==> src/rtl/multi_dose_pkg.sv <==
// Shared types and helpers for the multi-channel dose scheduler.
package multi_dose_pkg;

    localparam int DEF_N_CHAN = 4;
    localparam int DEF_ID_W   = $clog2(DEF_N_CHAN);

    typedef enum logic [1:0] {
        CH_IDLE   = 2'd0,
        CH_COUNT  = 2'd1,
        CH_ALARM  = 2'd2,
        CH_SNOOZE = 2'd3
    } ch_state_e;

    // Increment that sticks at the all-ones value of a 'width'-bit counter.
    function automatic int unsigned sat_inc(input int unsigned val, input int unsigned width);
        int unsigned max_val;
        max_val = (32'd1 << width) - 32'd1;
        return (val >= max_val) ? val : val + 32'd1;
    endfunction

endpackage

==> src/rtl/dose_channel.sv <==
// One medication channel: interval countdown, alarm/ack-timeout FSM, missed counter.
// Snooze state is built only with MULTI_DOSE_SCHEDULER_SNOOZE_EN.
module dose_channel
    import multi_dose_pkg::*;
#(
    parameter int CNT_W        = 17,
    parameter int DOSE_W       = 4,
    parameter int MISS_W       = 4,
    parameter int ACK_TIMEOUT  = 900,
    parameter int SNOOZE_TICKS = 300
) (
    input  logic              clk,
    input  logic              rst_n,
    input  logic              tick,
    input  logic              cfg_hit,
    input  logic [CNT_W-1:0]  cfg_interval,
    input  logic [DOSE_W-1:0] cfg_dose,
    input  logic              ack_hit,
    input  logic              snooze_hit,
    output logic              pending,
    output logic [DOSE_W-1:0] dose,
    output logic [MISS_W-1:0] missed
);

    localparam int WAIT_W = $clog2(ACK_TIMEOUT + 1);

    ch_state_e         state;
    logic [CNT_W-1:0]  interval;
    logic [CNT_W-1:0]  remain;
    logic [WAIT_W-1:0] wait_cnt;
    logic [WAIT_W-1:0] wait_nxt;
    logic              expire;
    logic              timeout;
    logic [MISS_W-1:0] missed_inc;

    assign expire     = tick && (remain == CNT_W'(1));
    assign wait_nxt   = wait_cnt + 1'b1;
    assign timeout    = tick && (wait_nxt == WAIT_W'(ACK_TIMEOUT));
    assign missed_inc = MISS_W'(sat_inc(32'(missed), unsigned'(MISS_W)));
    assign pending    = (state == CH_ALARM);

`ifdef MULTI_DOSE_SCHEDULER_SNOOZE_EN
    localparam int SNZ_W = $clog2(SNOOZE_TICKS + 1);
    logic [SNZ_W-1:0] snz_cnt;
`else
    // Snooze port and delay stay on the interface so both builds share one pinout.
    logic unused_snooze;
    assign unused_snooze = snooze_hit | (SNOOZE_TICKS != 0);
`endif

    always_ff @(posedge clk or negedge rst_n) begin
        if (!rst_n) begin
            state    <= CH_IDLE;
            interval <= '0;
            remain   <= '0;
            wait_cnt <= '0;
            dose     <= '0;
            missed   <= '0;
`ifdef MULTI_DOSE_SCHEDULER_SNOOZE_EN
            snz_cnt  <= '0;
`endif
        end else if (cfg_hit) begin
            interval <= cfg_interval;
            remain   <= cfg_interval;
            dose     <= cfg_dose;
            wait_cnt <= '0;
            state    <= (cfg_interval != '0) ? CH_COUNT : CH_IDLE;
        end else if (state != CH_IDLE) begin
            // The interval keeps running in every active state, ack cycles included.
            if (tick) remain <= expire ? interval : remain - 1'b1;
            if (ack_hit) begin
                state    <= expire ? CH_ALARM : CH_COUNT;
                wait_cnt <= '0;
            end else begin
                case (state)
                    CH_COUNT: begin
                        if (expire) begin
                            state    <= CH_ALARM;
                            wait_cnt <= '0;
                        end
                    end
                    CH_ALARM: begin
`ifdef MULTI_DOSE_SCHEDULER_SNOOZE_EN
                        if (snooze_hit) begin
                            state    <= CH_SNOOZE;
                            wait_cnt <= '0;
                            snz_cnt  <= SNZ_W'(SNOOZE_TICKS);
                        end else
`endif
                        if (tick) begin
                            if (expire || timeout) missed <= missed_inc;
                            if (expire) begin
                                wait_cnt <= '0;
                            end else if (timeout) begin
                                state    <= CH_COUNT;
                                wait_cnt <= '0;
                            end else begin
                                wait_cnt <= wait_nxt;
                            end
                        end
                    end
`ifdef MULTI_DOSE_SCHEDULER_SNOOZE_EN
                    CH_SNOOZE: begin
                        if (tick) begin
                            if (expire) begin
                                missed   <= missed_inc;
                                state    <= CH_ALARM;
                                wait_cnt <= '0;
                            end else if (snz_cnt == SNZ_W'(1)) begin
                                state    <= CH_ALARM;
                                wait_cnt <= '0;
                            end else begin
                                snz_cnt  <= snz_cnt - 1'b1;
                            end
                        end
                    end
`endif
                    default: ;
                endcase
            end
        end
    end

endmodule

==> src/rtl/multi_dose_scheduler.sv <==
// N_CHAN-channel medication scheduler: run flag, per-channel timers, registered priority alarm.
// Optional snooze support via MULTI_DOSE_SCHEDULER_SNOOZE_EN.
module multi_dose_scheduler
    import multi_dose_pkg::*;
#(
    parameter int N_CHAN       = DEF_N_CHAN,
    parameter int CNT_W        = 17,
    parameter int DOSE_W       = 4,
    parameter int MISS_W       = 4,
    parameter int ACK_TIMEOUT  = 900,
    parameter int SNOOZE_TICKS = 300
) (
    input  logic                       clk,
    input  logic                       rst_n,
    input  logic                       tick_1s,
    input  logic                       demo_mode,
    input  logic                       cfg_we,
    input  logic [$clog2(N_CHAN)-1:0]  cfg_chan,
    input  logic [CNT_W-1:0]           cfg_interval,
    input  logic [DOSE_W-1:0]          cfg_dose,
    input  logic                       start,
    input  logic                       pause,
    input  logic                       ack,
    input  logic                       snooze,
    output logic [N_CHAN-1:0]          pending,
    output logic                       alarm_any,
    output logic [$clog2(N_CHAN)-1:0]  alarm_id,
    output logic [DOSE_W-1:0]          alarm_dose,
    output logic [N_CHAN*MISS_W-1:0]   missed_cnt
);

    localparam int ID_W = $clog2(N_CHAN);

    logic                           run;
    logic                           tick_adv;
    logic [N_CHAN-1:0]              cfg_hit;
    logic [N_CHAN-1:0]              ack_hit;
    logic [N_CHAN-1:0]              snooze_hit;
    logic [N_CHAN-1:0][DOSE_W-1:0]  dose;
    logic [ID_W-1:0]                pick_id;
    logic [DOSE_W-1:0]              pick_dose;

    assign tick_adv = (demo_mode | tick_1s) & run;

    always_ff @(posedge clk or negedge rst_n) begin
        if (!rst_n)     run <= 1'b0;
        else if (pause) run <= 1'b0;
        else if (start) run <= 1'b1;
    end

    // ack/snooze target the channel presented on the registered outputs.
    for (genvar i = 0; i < N_CHAN; i++) begin : g_chan
        assign cfg_hit[i]    = cfg_we && (cfg_chan == ID_W'(i));
        assign ack_hit[i]    = ack && alarm_any && (alarm_id == ID_W'(i));
        assign snooze_hit[i] = snooze && alarm_any && (alarm_id == ID_W'(i));

        dose_channel #(
            .CNT_W        (CNT_W),
            .DOSE_W       (DOSE_W),
            .MISS_W       (MISS_W),
            .ACK_TIMEOUT  (ACK_TIMEOUT),
            .SNOOZE_TICKS (SNOOZE_TICKS)
        ) u_chan (
            .clk          (clk),
            .rst_n        (rst_n),
            .tick         (tick_adv),
            .cfg_hit      (cfg_hit[i]),
            .cfg_interval (cfg_interval),
            .cfg_dose     (cfg_dose),
            .ack_hit      (ack_hit[i]),
            .snooze_hit   (snooze_hit[i]),
            .pending      (pending[i]),
            .dose         (dose[i]),
            .missed       (missed_cnt[i*MISS_W +: MISS_W])
        );
    end

    always_comb begin
        pick_id   = '0;
        pick_dose = '0;
        for (int k = N_CHAN - 1; k >= 0; k--) begin
            if (pending[k]) begin
                pick_id   = ID_W'(k);
                pick_dose = dose[k];
            end
        end
    end

    always_ff @(posedge clk or negedge rst_n) begin
        if (!rst_n) begin
            alarm_any  <= 1'b0;
            alarm_id   <= '0;
            alarm_dose <= '0;
        end else begin
            alarm_any  <= |pending;
            alarm_id   <= pick_id;
            alarm_dose <= pick_dose;
        end
    end

endmodule

==> config.mk <==
export PLATFORM = sky130hd
export DESIGN_NAME = multi_dose_scheduler
export DESIGN_NICKNAME = d
export VERILOG_FILES = /design/src/rtl/multi_dose_pkg.sv /design/src/rtl/dose_channel.sv /design/src/rtl/multi_dose_scheduler.sv
export SDC_FILE = /design/constraint.sdc
export NUM_CORES = 1
export LEC_CHECK = 0
export BUFFER_PORTS_ARGS = -buffer_cell sky130_fd_sc_hd__buf_2
export CORE_UTILIZATION = 62
export CTS_BUF_LIST = sky130_fd_sc_hd__clkbuf_16
export DETAILED_ROUTE_END_ITERATION = 10
export HOLD_SLACK_MARGIN = 0.15
export PLACE_DENSITY = 0.77
export SYNTH_ARGS = -nofsm -noshare
export SYNTH_HDL_FRONTEND = slang
export SYNTH_SLANG_ARGS = --single-unit
==> constraint.sdc <==
create_clock -name clk -period 3.6 [get_ports clk]
set_clock_uncertainty 0.1 [all_clocks]
set_input_delay 0.72 -clock clk [delete_from_list [all_inputs] [get_ports clk]]
set_output_delay 0.72 -clock clk [all_outputs]
set_load 0.1 [all_outputs]
==> impl_results.md, run 1 <==
* Outcome: completed
* Fin crit share at 0.8549
* TritonCTS clock tree: built
* H-tree level count at 1
* Post-CTS sizing at 0
* Core Area at 19,650 µm²
* HPWL after DPL at 22,290 µm
* Setup TNS at 0 ns
* Total CTS buffers at 25
* Clock transition at the registers of the reported paths at 0.07 ns
* Setup Viol. Count Final at 0
* Startpoint types: register
* Via/cell ratio at 6.308
* Lkg Pwr at 6.473 nW
* Seq/Total Area, Yosys at 0.4458
* Post-route cell area at 14,080 µm²
* Worst Tran Pin Value at 0.9828 ns
* Worst-Skew Late Latency at 0.52 ns
* Syn_nets at 1,528
* Antenna Nets Post-Route at 0
* Data arrival time of the worst path at 3.39 ns
* Max-slew violations at 0
* Final Hold Fails at 0
* Gp weighted congestion at 0.9223
* Worst hold-check path type: in -> async
* Peak supply drop at 0.4152 mV
* Synth area leader: dfrtp_1
* Mapped Area at 12,570 µm²
* Avg Cell Area, Syn at 8.588 µm²
* Starting Density at 0.6397
* Final wirelength at 34,150 µm
* Vias in the first global route at 10,549
* Clk pwr share at 0.289
* CP Capture Type: register
* Top post-synthesis cells by count: nand2_1 (340), dfrtp_1 (224), o21ai_0 (123), nor2_1 (82), clkbuf_1 (63)
* Initial drt markers at 876
* Postcts setup bufs at 0
* Hold-fix buffers at CTS at 0
* Non-Filler Instances at 1,795
* Max-cap violation count at 0
* DR DRC count at 0
* Initial antenna violation count at 3
* First-pass GRT wire length at 55,030 µm
* Combinational Power Share at 0.333
* Syn Inst Count at 1,464
* Top sig layer: met5
* Die footprint at 20,850 µm²
* Area delta synth->final at 12.02%
* Layout Utilization at 0.7166
* DR WL/cell at 19.03 µm
* RSZ-0062 raised after global routing: no
* Worst Path Required at 3.91 ns
* Grt total ovfl at 0
* Wl on met1 at 14,780 µm
* Post-synth top area share at 0.4458
* I/O Buffers at 57
* Min Tclk post-route at 3.078 ns
* Io pins at 59
* Layout cells sized above 1 at 0.1178
* Largest net degree at the start of global routing at 102
* Power per cell area at 664.4 nW/µm²
* Met3 wire length at 2507 µm
* Chip Width at 144.4 µm
* Rows at 51
* Synth Warn # at 0
* Vias at 11,323
* Nets at 1,574
* Total track usage at 0.3379
* Relative slew slack at 0.3424
* Pint at 5.729 mW
* Yosys reg bits at 224
* First-pass iteration count of the detailed router at 5
* WL met2 at 15,660 µm
* Max Freq at 324.9 MHz
* CP max FO at 7
* Max clock buf depth at 3
* Synth top area cells: dfrtp_1 (45%), nand2_1 (10%), o21ai_0 (4.9%)
* Cells after DPL at 1,748
* Sw Share at 0.3879
* CP Class: reg -> reg
* Post-synth EDFFs at 0
* CTS sink count at 224
* Yosys cell types at 79
* Primary FF master, synth: dfrtp_1
* Die height at 144.4 µm
* Psw at 3.630 mW
* DP Area at 13,210 µm²
* Count leader, synth: nand2_1
* Reg power frac at 0.378
* Clock root buffer: clkbuf_16
* Asr flop ratio synth at 1.000
-- logic make-up after synthesis --
logic type / synth area share
adders and majority gates: 0.03184
and+or+nand+nor: 0.2458
muxes: 0.01532
buffers and inverters: 0.03971
DFF: 0.4458
xor gates and xnor gates: 0.01811
AOI/OAI and AO/OA: 0.2034
-- power groups by stage --
stage | sequential (mW) | combinational [mW] | clock [mW]
floorplan | 3.67 | 2.11 | 0
global placement | 3.53 | 2.96 | 0
detailed placement | 3.55 | 3.04 | 0
CTS | 3.52 | 3.08 | 2.73
global route | 3.61 | 3.41 | 2.84
finish | 3.54 | 3.11 | 2.70
-- cell type report --
cell class	count	area (µm²)
clock buffers	25	625.6
diodes	2	5.005
repair buffers	99	623.1
flip-flops and latches	224	5605
fillers	1563	5569
inverters	47	176.4
well taps	265	331.6
clock inverters	20	240.2
multi-input cells	1113	6477
-- path summary, 6_finish.rpt --
check                                        startpoint                            to  slack, ns  cells after the start
hold reg to reg            g_chan[3].u_chan.interval[2]  g_chan[3].u_chan.interval[2]       0.37                      2
min in group clk                                  pause                           run       0.24                      2
setup / recovery           g_chan[3].u_chan.wait_cnt[0]    g_chan[3].u_chan.missed[1]       0.52                      7
max in group asynchronous                         rst_n    g_chan[2].u_chan.remain[3]       2.40                      2
setup reg to reg           g_chan[3].u_chan.wait_cnt[0]    g_chan[3].u_chan.missed[1]       0.52                      7
hold / removal                                    rst_n  g_chan[0].u_chan.wait_cnt[0]       0.12                      1
-- worst max-delay path: stages, from the launching register on --
cell      delay, ns
dfrtp_1        0.46
ha_1           0.28
nand2_1        0.12
or4b_2         0.61
a21oi_1        0.20
o21ai_0        0.32
a21boi_0       0.49
mux2_2         0.38
-- layer usage --
metal / global-route usage / vias up
li1: - / 5349
met1: 0.4809 / 5488
met2: 0.5354 / 404
met3: 0.04238 / 80
met4: 0.1114 / 2
met5: 0 / -
-- per-stage QoR --
step	worst slack [ns]	hold WS, ns	power, mW
after floorplan	0.7727	0.3244	5.779
after global placement	0.5104	0.3544	6.492
after detailed placement	0.4655	0.3571	6.597
after CTS	0.5276	0.1567	9.332
after global routing	0.3491	0.1860	9.863
final	0.5223	0.1157	9.358
-- cells in the final DEF (no fill, tap or decap), types with 11 or more instances in the layout --
cell | Yosys | routed
nand4_1 | 19 | 19
clkbuf_16 | 0 | 25
inv_1 | 47 | 52
and3_1 | 19 | 19
o211ai_1 | 15 | 15
a211oi_1 | 14 | 14
buf_2 | 6 | 56
xnor2_1 | 14 | 14
ha_1 | 32 | 32
a21oi_1 | 47 | 47
o31ai_1 | 15 | 15
o22ai_1 | 26 | 26
nor3_1 | 26 | 26
nor2b_1 | 11 | 11
nor2_1 | 82 | 81
o21a_1 | 14 | 14
o21ai_0 | 123 | 123
xor2_1 | 12 | 12
nand2_1 | 340 | 340
a22o_1 | 14 | 14
mux2_2 | 14 | 14
nor4_1 | 21 | 21
nand2b_1 | 15 | 15
or3_1 | 16 | 16
dfrtp_1 | 224 | 224
buf_4 | 4 | 41
a2bb2oi_1 | 21 | 21
nand3_1 | 37 | 37
-- registers in the layout, indices dropped and copies added, names as in the netlist --
name,count
alarm_dose,4
alarm_any,1
g_chan.u_chan.state,8
g_chan.u_chan.missed,16
g_chan.u_chan.wait_cnt,40
g_chan.u_chan.remain,68
g_chan.u_chan.dose,16
alarm_id,2
run,1
g_chan.u_chan.interval,68
Note: power is estimated with default switching activity, not from simulation.
==> inputs of run 2 (changes only) <==
--- a/config.mk
+++ b/config.mk
@@ -13,4 +13,5 @@
 export PLACE_DENSITY = 0.77
 export SYNTH_ARGS = -nofsm -noshare
 export SYNTH_HDL_FRONTEND = slang
+export SYNTH_HIERARCHICAL = 1
 export SYNTH_SLANG_ARGS = --single-unit
==> impl_results.md, run 2 <==
* Outcome: completed
* Die footprint at 21,320 µm²
* CP max FO at 8
* Antenna Nets Post-Route at 0
* CP max-delay cell: buf_2
* CTS sink count at 224
* Critical R2R Capture: g_chan[1].u_chan/wait_cnt[6]
* Core Area at 20,300 µm²
* Area delta synth->final at 10.25%
* Data arrival time of the worst path at 2.03 ns
* Largest regs: g_chan.u_chan/interval (68), g_chan.u_chan/remain (68), g_chan.u_chan/wait_cnt (40)
* Worst-Skew Late Latency at 0.52 ns
* Total track usage at 0.3053
* Relative slew slack at 0.3984
* Rows at 52
* Syn_nets at 1,470
* Min Tclk post-route at 2.854 ns
* DR WL/cell at 18.36 µm
* Gp weighted congestion at 0.8856
* Worst Tran Pin Value at 0.8899 ns
* Busiest grt layer: met2
* Peak supply drop at 0.4178 mV
* CP Class: reg -> out
* Initial antenna violation count at 1
* GRT met2 Usage at 0.4909
* R2R Setup Slk at 0.78 ns
* Fin crit share at 0.7929
* DR DRC count at 0
* Leading cell type in the layout, fill and taps excluded: dfrtp_1
* First-pass iteration count of the detailed router at 6
* Grt total ovfl at 0
* Max-cap violation count at 0
* Layout Utilization at 0.6982
* Commonest cells after routing, fill and taps aside: dfrtp_1 (224), nand2_1 (153), inv_1 (107)
* Max clock buf depth at 3
* Postcts setup bufs at 0
* Hold Path Sink: run
* Power per cell area at 588.7 nW/µm²
* Crit-path max cell delay at 0.52 ns
* Max Freq at 350.3 MHz
* CP Capture Type: output port
* GRT met1 Usage at 0.4291
* First-pass GRT wire length at 52,850 µm
* Setup Viol. Count Final at 0
* CP Cell Sequence: nand2b_1 -> inv_1 -> buf_2
* Mapped Area at 12,860 µm²
* I/O Buffers at 57
* Final wirelength at 32,140 µm
* Vias in the first global route at 10,439
* Total CTS buffers at 25
* Lkg Pwr at 6.082 nW
* Nets at 1,517
* Setup TNS at 0 ns
* Clock root buffer: clkbuf_16
* Post-CTS sizing at 0
* Die height at 146 µm
* Clock transition at the registers of the reported paths at 0.06 ns
* Io pins at 59
* Initial drt markers at 923
* Starting Density at 0.6333
* TritonCTS clock tree: built
* Synth Warn # at 6
* Hold Slack at 0.2428 ns
* Largest net degree at the start of global routing at 70
* H-tree level count at 1
* Final total power at 8.343 mW
* Hold-fix buffers at CTS at 1
* Syn Inst Count at 1,418
* Layout cells sized above 1 at 0.1393
* Via/cell ratio at 6.327
* Chip Width at 146 µm
* Critical R2R Launch: g_chan[1].u_chan/wait_cnt[0]
* Hold Crit Depth at 2
* Avg Cell Area, Syn at 9.066 µm²
* Worst Reg-to-Reg Cells at 7
* Min-Delay Startpoint: pause
* HPWL after DPL at 21,620 µm
* Max-slew violations at 0
* Vias at 11,073
* Worst Path Required at 2.78 ns
* Worst hold-check path type: in -> reg
* Met3 Use GR at 0.04796
* Startpoint types: register
* Final Hold Fails at 0
* RSZ-0062 raised after global routing: no
## run 2: report_power, final
part	total [mW]	leakage, nW	internal, mW	switching [mW]
clock network	2.38	0.396	1.39	0.996
registers	3.52	2.83	2.99	0.523
logic	2.44	2.86	0.821	1.62
## run 2: layout make-up
class | instances | area (µm²)
antenna | 1 | 2.502
timing repair buffer | 86 | 528.0
sequential | 224 | 5605
fill | 1621 | 6126
clock inverter | 16 | 120.1
multi-input combinational | 1028 | 6579
inverter | 100 | 375.4
clock buffer | 25 | 625.6
tap | 270 | 337.8
## run 2: how the worst max path moves through the flow
stage                                  from                           end  slack (ns)  cells after the start
2_1_floorplan     g_chan[3].u_chan/state[0]  g_chan[3].u_chan/wait_cnt[7]        0.19                      7
3_3_place_gp                        tick_1s  g_chan[1].u_chan/wait_cnt[5]        0.41                      8
3_5_place_dp                        tick_1s  g_chan[1].u_chan/wait_cnt[2]        0.30                      8
4_1_cts           g_chan[2].u_chan/state[0]                    pending[2]        0.74                      3
5_1_grt        g_chan[1].u_chan/wait_cnt[0]  g_chan[1].u_chan/wait_cnt[2]        0.55                      7
6_report          g_chan[2].u_chan/state[0]                    pending[2]        0.75                      3
## run 2: critical path: cells and delay by family (launching register included)
family,cells,cell delay (ns)
simple gates,1,0.20
flops,1,0.44
buf+inv,2,0.86
## run 2: through the flow
step                instance area, µm²  std cells  setup slack, ns
finish                           14170       1750           0.7456
global route                     14170       1749           0.5517
CTS                              14170       1749           0.7400
detailed placement               13420       1707           0.2999
global placement                 13420       1707           0.4098
floorplan                        12860       1418           0.1877
## run 2: per-layer routing
layer,vias up,wire [µm]
met2,347,14920
li1,5264,-
met1,5404,14330
met5,-,0
met3,58,2141
met4,0,746
